==> src/rtl/dense_layer_engine.sv <==
// Lane-parallel int8 dense layer: LANES neurons per group, bias + int8 MAC into ACC_W, rounding requant to int8.
// Per group: BIAS, LOAD, N-1 MAC, DRAIN, then one EMIT cycle per active lane; only EMIT stalls on out_ready.
module dense_layer_engine #(
    parameter int MAX_IN  = 256,
    parameter int MAX_OUT = 64,
    parameter int LANES   = 4,
    parameter int ACC_W   = 32
) (
    input  logic                                    clk,
    input  logic                                    reset,
    input  logic                                    start,
    input  logic [$clog2(MAX_IN+1)-1:0]             input_size,
    input  logic [$clog2(MAX_OUT+1)-1:0]            output_size,
    input  logic [4:0]                              out_shift,
    input  logic                                    relu_en,
    output logic [$clog2(MAX_IN)-1:0]               tensor_ram_addr,
    output logic                                    tensor_ram_re,
    input  logic [7:0]                              tensor_ram_dout,
    output logic [$clog2(MAX_IN*MAX_OUT/LANES)-1:0] weight_rom_addr,
    output logic                                    weight_rom_re,
    input  logic [8*LANES-1:0]                      weight_rom_dout,
    output logic [$clog2(MAX_OUT/LANES)-1:0]        bias_rom_addr,
    output logic                                    bias_rom_re,
    input  logic [ACC_W*LANES-1:0]                  bias_rom_dout,
    output logic                                    out_valid,
    input  logic                                    out_ready,
    output logic [7:0]                              out_data,
    output logic [$clog2(MAX_OUT)-1:0]              out_idx,
    output logic                                    busy,
    output logic                                    done
);

    localparam int NW    = $clog2(MAX_IN + 1);
    localparam int MW    = $clog2(MAX_OUT + 1);
    localparam int TA_W  = $clog2(MAX_IN);
    localparam int WA_W  = $clog2(MAX_IN * MAX_OUT / LANES);
    localparam int BA_W  = $clog2(MAX_OUT / LANES);
    localparam int IDX_W = $clog2(MAX_OUT);
    localparam int LW    = (LANES > 1) ? $clog2(LANES) : 1;

    localparam logic signed [ACC_W:0] Q_MAX = 127;
    localparam logic signed [ACC_W:0] Q_MIN = -128;

    typedef enum logic [2:0] {
        S_IDLE, S_BIAS, S_LOAD, S_MAC, S_DRAIN, S_EMIT, S_DONE
    } state_t;

    state_t            state_q, state_d;
    logic [NW-1:0]     n_q, n_d, i_q, i_d;
    logic [MW-1:0]     m_q, m_d;
    logic [4:0]        shift_q, shift_d;
    logic              relu_q, relu_d;
    logic [BA_W-1:0]   g_q, g_d;
    logic [IDX_W-1:0]  gbase_q, gbase_d;
    logic [WA_W-1:0]   wbase_q, wbase_d;
    logic [LW-1:0]     lane_q, lane_d;
    logic [ACC_W-1:0]  acc_q [LANES];
    logic [ACC_W-1:0]  acc_d [LANES];

    logic signed [15:0] prod [LANES];
    logic [NW-1:0]      n_clamp;
    logic [MW-1:0]      m_clamp;
    logic [MW:0]        next_neuron;
    logic               last_lane, last_group;

    // Rounding shift is done one bit wider than the accumulator so the bias add cannot wrap.
    function automatic logic [7:0] requant(input logic [ACC_W-1:0] acc,
                                           input logic [4:0]       sh,
                                           input logic             relu);
        logic signed [ACC_W:0] ext;
        logic signed [ACC_W:0] rnd;
        logic signed [ACC_W:0] r;
        ext = {acc[ACC_W-1], acc};
        rnd = (sh != 5'd0) ? ((ACC_W+1)'(1) << (sh - 5'd1)) : '0;
        r   = (ext + rnd) >>> sh;
        if (relu && r[ACC_W]) r = '0;
        if (r > Q_MAX)      return 8'h7F;
        else if (r < Q_MIN) return 8'h80;
        else                return r[7:0];
    endfunction

    assign n_clamp = (input_size > NW'(MAX_IN))   ? NW'(MAX_IN)  : input_size;
    assign m_clamp = (output_size > MW'(MAX_OUT)) ? MW'(MAX_OUT) : output_size;

    assign next_neuron = (MW+1)'(gbase_q) + (MW+1)'(lane_q) + (MW+1)'(1);
    assign last_lane   = (lane_q == LW'(LANES - 1)) || (next_neuron >= (MW+1)'(m_q));
    assign last_group  = ((MW+1)'(gbase_q) + (MW+1)'(LANES)) >= (MW+1)'(m_q);

    always_comb begin
        for (int k = 0; k < LANES; k++) begin
            prod[k] = $signed(tensor_ram_dout) * $signed(weight_rom_dout[8*k +: 8]);
        end
    end

    assign busy = (state_q != S_IDLE);

    always_comb begin
        state_d = state_q;
        n_d     = n_q;
        m_d     = m_q;
        shift_d = shift_q;
        relu_d  = relu_q;
        g_d     = g_q;
        gbase_d = gbase_q;
        wbase_d = wbase_q;
        i_d     = i_q;
        lane_d  = lane_q;
        for (int k = 0; k < LANES; k++) acc_d[k] = acc_q[k];
        tensor_ram_re   = 1'b0;
        tensor_ram_addr = '0;
        weight_rom_re   = 1'b0;
        weight_rom_addr = '0;
        bias_rom_re     = 1'b0;
        bias_rom_addr   = '0;
        out_valid       = 1'b0;
        out_data        = '0;
        out_idx         = '0;
        done            = 1'b0;

        case (state_q)
            S_IDLE: begin
                if (start) begin
                    n_d     = n_clamp;
                    m_d     = m_clamp;
                    shift_d = out_shift;
                    relu_d  = relu_en;
                    g_d     = '0;
                    gbase_d = '0;
                    wbase_d = '0;
                    i_d     = '0;
                    lane_d  = '0;
                    state_d = (m_clamp == '0) ? S_DONE : S_BIAS;
                end
            end
            S_BIAS: begin
                bias_rom_re   = 1'b1;
                bias_rom_addr = g_q;
                state_d       = S_LOAD;
            end
            S_LOAD: begin
                for (int k = 0; k < LANES; k++) acc_d[k] = bias_rom_dout[ACC_W*k +: ACC_W];
                i_d    = NW'(1);
                lane_d = '0;
                if (n_q == '0) begin
                    state_d = S_EMIT;
                end else begin
                    tensor_ram_re   = 1'b1;
                    weight_rom_re   = 1'b1;
                    weight_rom_addr = wbase_q;
                    state_d         = (n_q == NW'(1)) ? S_DRAIN : S_MAC;
                end
            end
            S_MAC: begin
                // Issue read i while folding in the product of read i-1.
                tensor_ram_re   = 1'b1;
                tensor_ram_addr = i_q[TA_W-1:0];
                weight_rom_re   = 1'b1;
                weight_rom_addr = wbase_q + WA_W'(i_q);
                for (int k = 0; k < LANES; k++)
                    acc_d[k] = acc_q[k] + {{(ACC_W-16){prod[k][15]}}, prod[k]};
                i_d = i_q + NW'(1);
                if (i_q == n_q - NW'(1)) state_d = S_DRAIN;
            end
            S_DRAIN: begin
                for (int k = 0; k < LANES; k++)
                    acc_d[k] = acc_q[k] + {{(ACC_W-16){prod[k][15]}}, prod[k]};
                state_d = S_EMIT;
            end
            S_EMIT: begin
                out_valid = 1'b1;
                out_data  = requant(acc_q[lane_q], shift_q, relu_q);
                out_idx   = gbase_q + IDX_W'(lane_q);
                if (out_ready) begin
                    lane_d = '0;
                    if (!last_lane) begin
                        lane_d = lane_q + LW'(1);
                    end else if (last_group) begin
                        state_d = S_DONE;
                    end else begin
                        g_d     = g_q + BA_W'(1);
                        gbase_d = gbase_q + IDX_W'(LANES);
                        wbase_d = wbase_q + WA_W'(n_q);
                        state_d = S_BIAS;
                    end
                end
            end
            S_DONE: begin
                done    = 1'b1;
                state_d = S_IDLE;
            end
            default: state_d = S_IDLE;
        endcase
    end

    always_ff @(posedge clk) begin
        if (reset) begin
            state_q <= S_IDLE;
            n_q     <= '0;
            m_q     <= '0;
            shift_q <= '0;
            relu_q  <= 1'b0;
            g_q     <= '0;
            gbase_q <= '0;
            wbase_q <= '0;
            i_q     <= '0;
            lane_q  <= '0;
            for (int k = 0; k < LANES; k++) acc_q[k] <= '0;
        end else begin
            state_q <= state_d;
            n_q     <= n_d;
            m_q     <= m_d;
            shift_q <= shift_d;
            relu_q  <= relu_d;
            g_q     <= g_d;
            gbase_q <= gbase_d;
            wbase_q <= wbase_d;
            i_q     <= i_d;
            lane_q  <= lane_d;
            for (int k = 0; k < LANES; k++) acc_q[k] <= acc_d[k];
        end
    end

endmodule

==> config.mk <==
export PLATFORM = sky130hd
export DESIGN_NAME = dense_layer_engine
export DESIGN_NICKNAME = d
export VERILOG_FILES = /design/src/rtl/dense_layer_engine.sv
export SDC_FILE = /design/constraint.sdc
export NUM_CORES = 2
export LEC_CHECK = 0
export CORE_MARGIN = 2
export CORE_UTILIZATION = 45
export DETAILED_ROUTE_END_ITERATION = 12
export PLACE_DENSITY = 0.63
export SLEW_MARGIN = 20
export SYNTH_ARGS = -nofsm -noshare
export SYNTH_HDL_FRONTEND = slang
export SYNTH_SLANG_ARGS = --single-unit
==> constraint.sdc <==
create_clock -name clk -period 9.5 [get_ports clk]
set_clock_uncertainty 0.15 [all_clocks]
set_input_delay 0.95 -clock clk [delete_from_list [all_inputs] [get_ports clk]]
set_output_delay 0.95 -clock clk [all_outputs]
set_load 0.02 [all_outputs]
==> key figures <==
Cells and area
  – Final Cell Area: between 30000 and 40000 sq um
  – # fillers: approximately 6300
  – Area grow syn2layout: 13.31%
  – Net count, final: about 4500
  – Layout cells sized above 1: 0.04606
  – Area occupied by multi-input gates: around 24000 sq um
  – ANT cells: 0
  – Storage element area: ~3700 sq um

Worst setup path
  – Reg2reg setup slack: ~4400 ps
  – Kind of capture point of the worst setup path: flip-flop
  – Largest stage delay, worst path: approximately 550 ps
  – Setup CP Type: in -> reg
  – CP Data Required Time: around 9700 ps
  – CP max-delay cell: fa_1
  – Setup crit start kind: input pin
  – CP Data Arrival Time: between 8000 and 9000 ps
  – Crit path from: tensor_ram_dout[0]
  – Worst-path fanout max: 16
  – Worst r2r src: acc_q[0][0]$_SDFFE_PP0P_

GRT
  – First-pass GRT wire length: between 100 and 150 mm
  – Initial antenna violation count: 1
  – GR Overflow Total: 0
  – Pin count of the biggest net entering global routing: 96
  – Vias in the first global route: ~25000
  – All-Layer GR Usage: 0.2624

Yosys
  – Sequential area share after synthesis: 0.1279
  – Cell Area, Synth: 29100 sq um
  – Synth warnings: 0
  – FF+latch count, synth: approximately 190
  – Number of synthesized flops with an enable pin: 0
  – Ys async rst share: 0
  – Post-synth net total: between 4000 and 5000
  – Ys flop type: dfxtp_1
  – Cells after Synth: ~3600
  – Library cells used by synthesis: 96
  – Mean Syn Cell Area: between 8 and 9 sq um

Clocking
  – CTS Hold Bufs: 0
  – Clock buffer count from CTS: 17
  – Post-CTS Setup Bufs: 0
  – CTS tree: done
  – # clock sinks: around 190
  – Clk Latency, worst-skew pair: 470 ps
  – Clock root buffer: clkbuf_16
  – Post-CTS sizing: 0
  – Max Root-Sink Buffers: 2
  – H-tree levels: 4
  – Clock-pin slew on the worst setup and hold paths: about 80 ps

Floorplan
  – Die span in y: approximately 260 um
  – Top Ports: between 200 and 250
  – Core ar.: roughly 64000 sq um
  – Die ar.: around 67000 sq um
  – Die width: roughly 260 um
  – Rows: 93
  – Starting Density: 0.4531

Routing
  – Wire per inst: between 15 and 20 um
  – Via count: between 20000 and 30000
  – First DRT Iteration DRCs: approximately 2000
  – Residual DRC: 0
  – Wirelength, routed: 88.03 mm
  – Vias/cell: 5.717
  – Final ANT Viol Nets: 0
  – First-pass detailed-route iteration total: 6

STA
  – Period utilization: 0.9110
  – Slew Limit Fails: 0
  – Unrepaired setup endpoints after global routing: false
  – Fmax: about 120 MHz
  – Min Tclk post-route: between 8000 and 9000 ps
  – Worst Max-Slew Pin Slew: between 1000 and 1500 ps
  – Final worst slack: about 850 ps
  – Setup-failing EPs final: 0
  – Final hold slack: 308.6 ps
  – Worst slew margin: 0.2325
  – Setup TNS: 0 ps
  – Final hold violation count: 0

Place
  – Placer Congestion: approximately 0.92
  – Post-DP Area: approximately 32000 sq um
  – Port-buffer cells: 237
  – Pre-CTS WS: 339.2 ps
  – Post-DP HPWL: approximately 70 mm

Worst hold path
  – Hold Path Class: reg -> reg
  – Hold_sp: m_q[6]$_SDFFE_PP0P_

Outcome
  – Run status: completed

Run
  – MaxCap Viol Count: 0
==> sequential cells by signal (all words and copies together) (netlist names), named ones only <==
signal   count
i_q          9
lane_q       2
relu_q       1
gbase_q      4
wbase_q     12
m_q          7
n_q          9
state_q      3
shift_q      5
g_q          4
acc_q      128
==> cell usage after synthesis (all sizes together) (5+ instances only) <==
master	n	area share
nand2	421	0.054
nor2	343	0.044
ha	311	0.13
inv	303	0.039
a21oi	247	0.043
fa	227	0.16
dfxtp	186	0.13
and2	176	0.038
xnor2	176	0.053
clkbuf	143	0.018
o21ai	122	0.021
nor3	74	0.013
a311oi	69	0.021
a21o	66	0.017
xor2	59	0.018
nand2b	58	0.012
mux2i	47	0.016
mux4	44	0.034
nor2b	44	0.0095
o21bai	44	0.011
a211oi	43	0.012
nand3	40	0.0069
and3	36	0.0077
o21a	34	0.0091
or3	25	0.0054
a221oi	21	0.0065
nor4	21	0.0045
a31oi	19	0.0046
buf	19	0.0027
nand3b	17	0.0044
o211ai	15	0.0039
a211o	13	0.0042
a2111oi	12	0.0036
o31ai	12	0.0031
nand4	10	0.0021
o22ai	9	0.0019
mux2	8	0.0031
o32ai	8	0.0024
or2	8	0.0017
a21boi	7	0.0018
a22oi	6	0.0015
o41a	6	0.0023
or4	6	0.0017
nor3b	5	0.0013
==> cell families after synthesis <==
kind of cell / count (synthesis) / share of synthesized area
simple gates: 1297 / 0.2112
compound gates: 803 / 0.1861
fa+ha+maj: 538 / 0.2899
buf+inv: 466 / 0.06036
xor+xnor: 235 / 0.07098
flops: 186 / 0.1279
mux: 99 / 0.05344
other cells: 1 / 0.0001289
==> final timing paths <==
| path | end | cells after the start |
|---|---|---|
| max | acc_q[3][28]$_SDFFE_PP0P_ | 36 |
| min | m_q[6]$_SDFFE_PP0P_ | 2 |
| max reg2reg | acc_q[0][30]$_SDFFE_PP0P_ | 17 |
| min reg2reg | m_q[6]$_SDFFE_PP0P_ | 2 |
==> cells in the final DEF (no fill, tap or decap), types with 21 or more instances in the layout <==
| master | instances |
|---|---|
| nor2_1 | 342 |
| nor3_1 | 72 |
| xnor2_1 | 172 |
| o21ai_0 | 112 |
| a311oi_1 | 69 |
| nand2_1 | 419 |
| nor2b_1 | 44 |
| a211oi_1 | 41 |
| and2_1 | 175 |
| nand2b_1 | 58 |
| a21oi_1 | 244 |
| and3_1 | 36 |
| ha_1 | 311 |
| a21o_1 | 66 |
| nor4_1 | 21 |
| o21a_1 | 32 |
| mux2i_1 | 46 |
| inv_1 | 302 |
| o21bai_1 | 44 |
| mux4_2 | 44 |
| fa_1 | 227 |
| dfxtp_1 | 184 |
| buf_4 | 44 |
| nand3_1 | 40 |
| xor2_1 | 58 |
| or3_1 | 24 |
| clkdlybuf4s50_1 | 236 |
==> stage by stage <==
stage / utilization / instances
4_1_cts: 0.5134 / 4633
3_3_place_gp: 0.5040 / 4601
3_5_place_dp: 0.5040 / 4601
5_1_grt: 0.5134 / 4633
2_1_floorplan: - / 3625
6_report: 0.5134 / 4633
==> layout make-up <==
cell class	instances	share of cell area
Multi-Input combinational cell	2973	0.7181
Sequential cell	186	0.1130
Timing Repair Buffer	283	0.08347
Inverter	304	0.03460
Tap cell	855	0.03244
Clock buffer	19	0.01373
Clock inverter	13	0.004667
==> worst max-delay path: cells and delay by family <==
| kind | cells | cell delay [ps] |
|---|---|---|
| buffers and inverters | 8 | 1480 |
| AOI/OAI and AO/OA | 14 | 3050 |
| adders and majority gates | 6 | 2140 |
| and+or+nand+nor | 6 | 920 |
| xor gates and xnor gates | 2 | 330 |
==> metal layers <==
layer,global-route usage,routed length [um],part of all wire,vias up
li1,-,-,-,12850
met5,0,0,0,-
met1,0.3726,40530,0.46,12820
met3,0.02347,4539,0.052,95
met4,0.06599,2044,0.023,0
met2,0.4304,40920,0.46,728
Power is not shown: default switching activity piles up to over one toggle a cycle in this logic, so the estimate is an artifact.
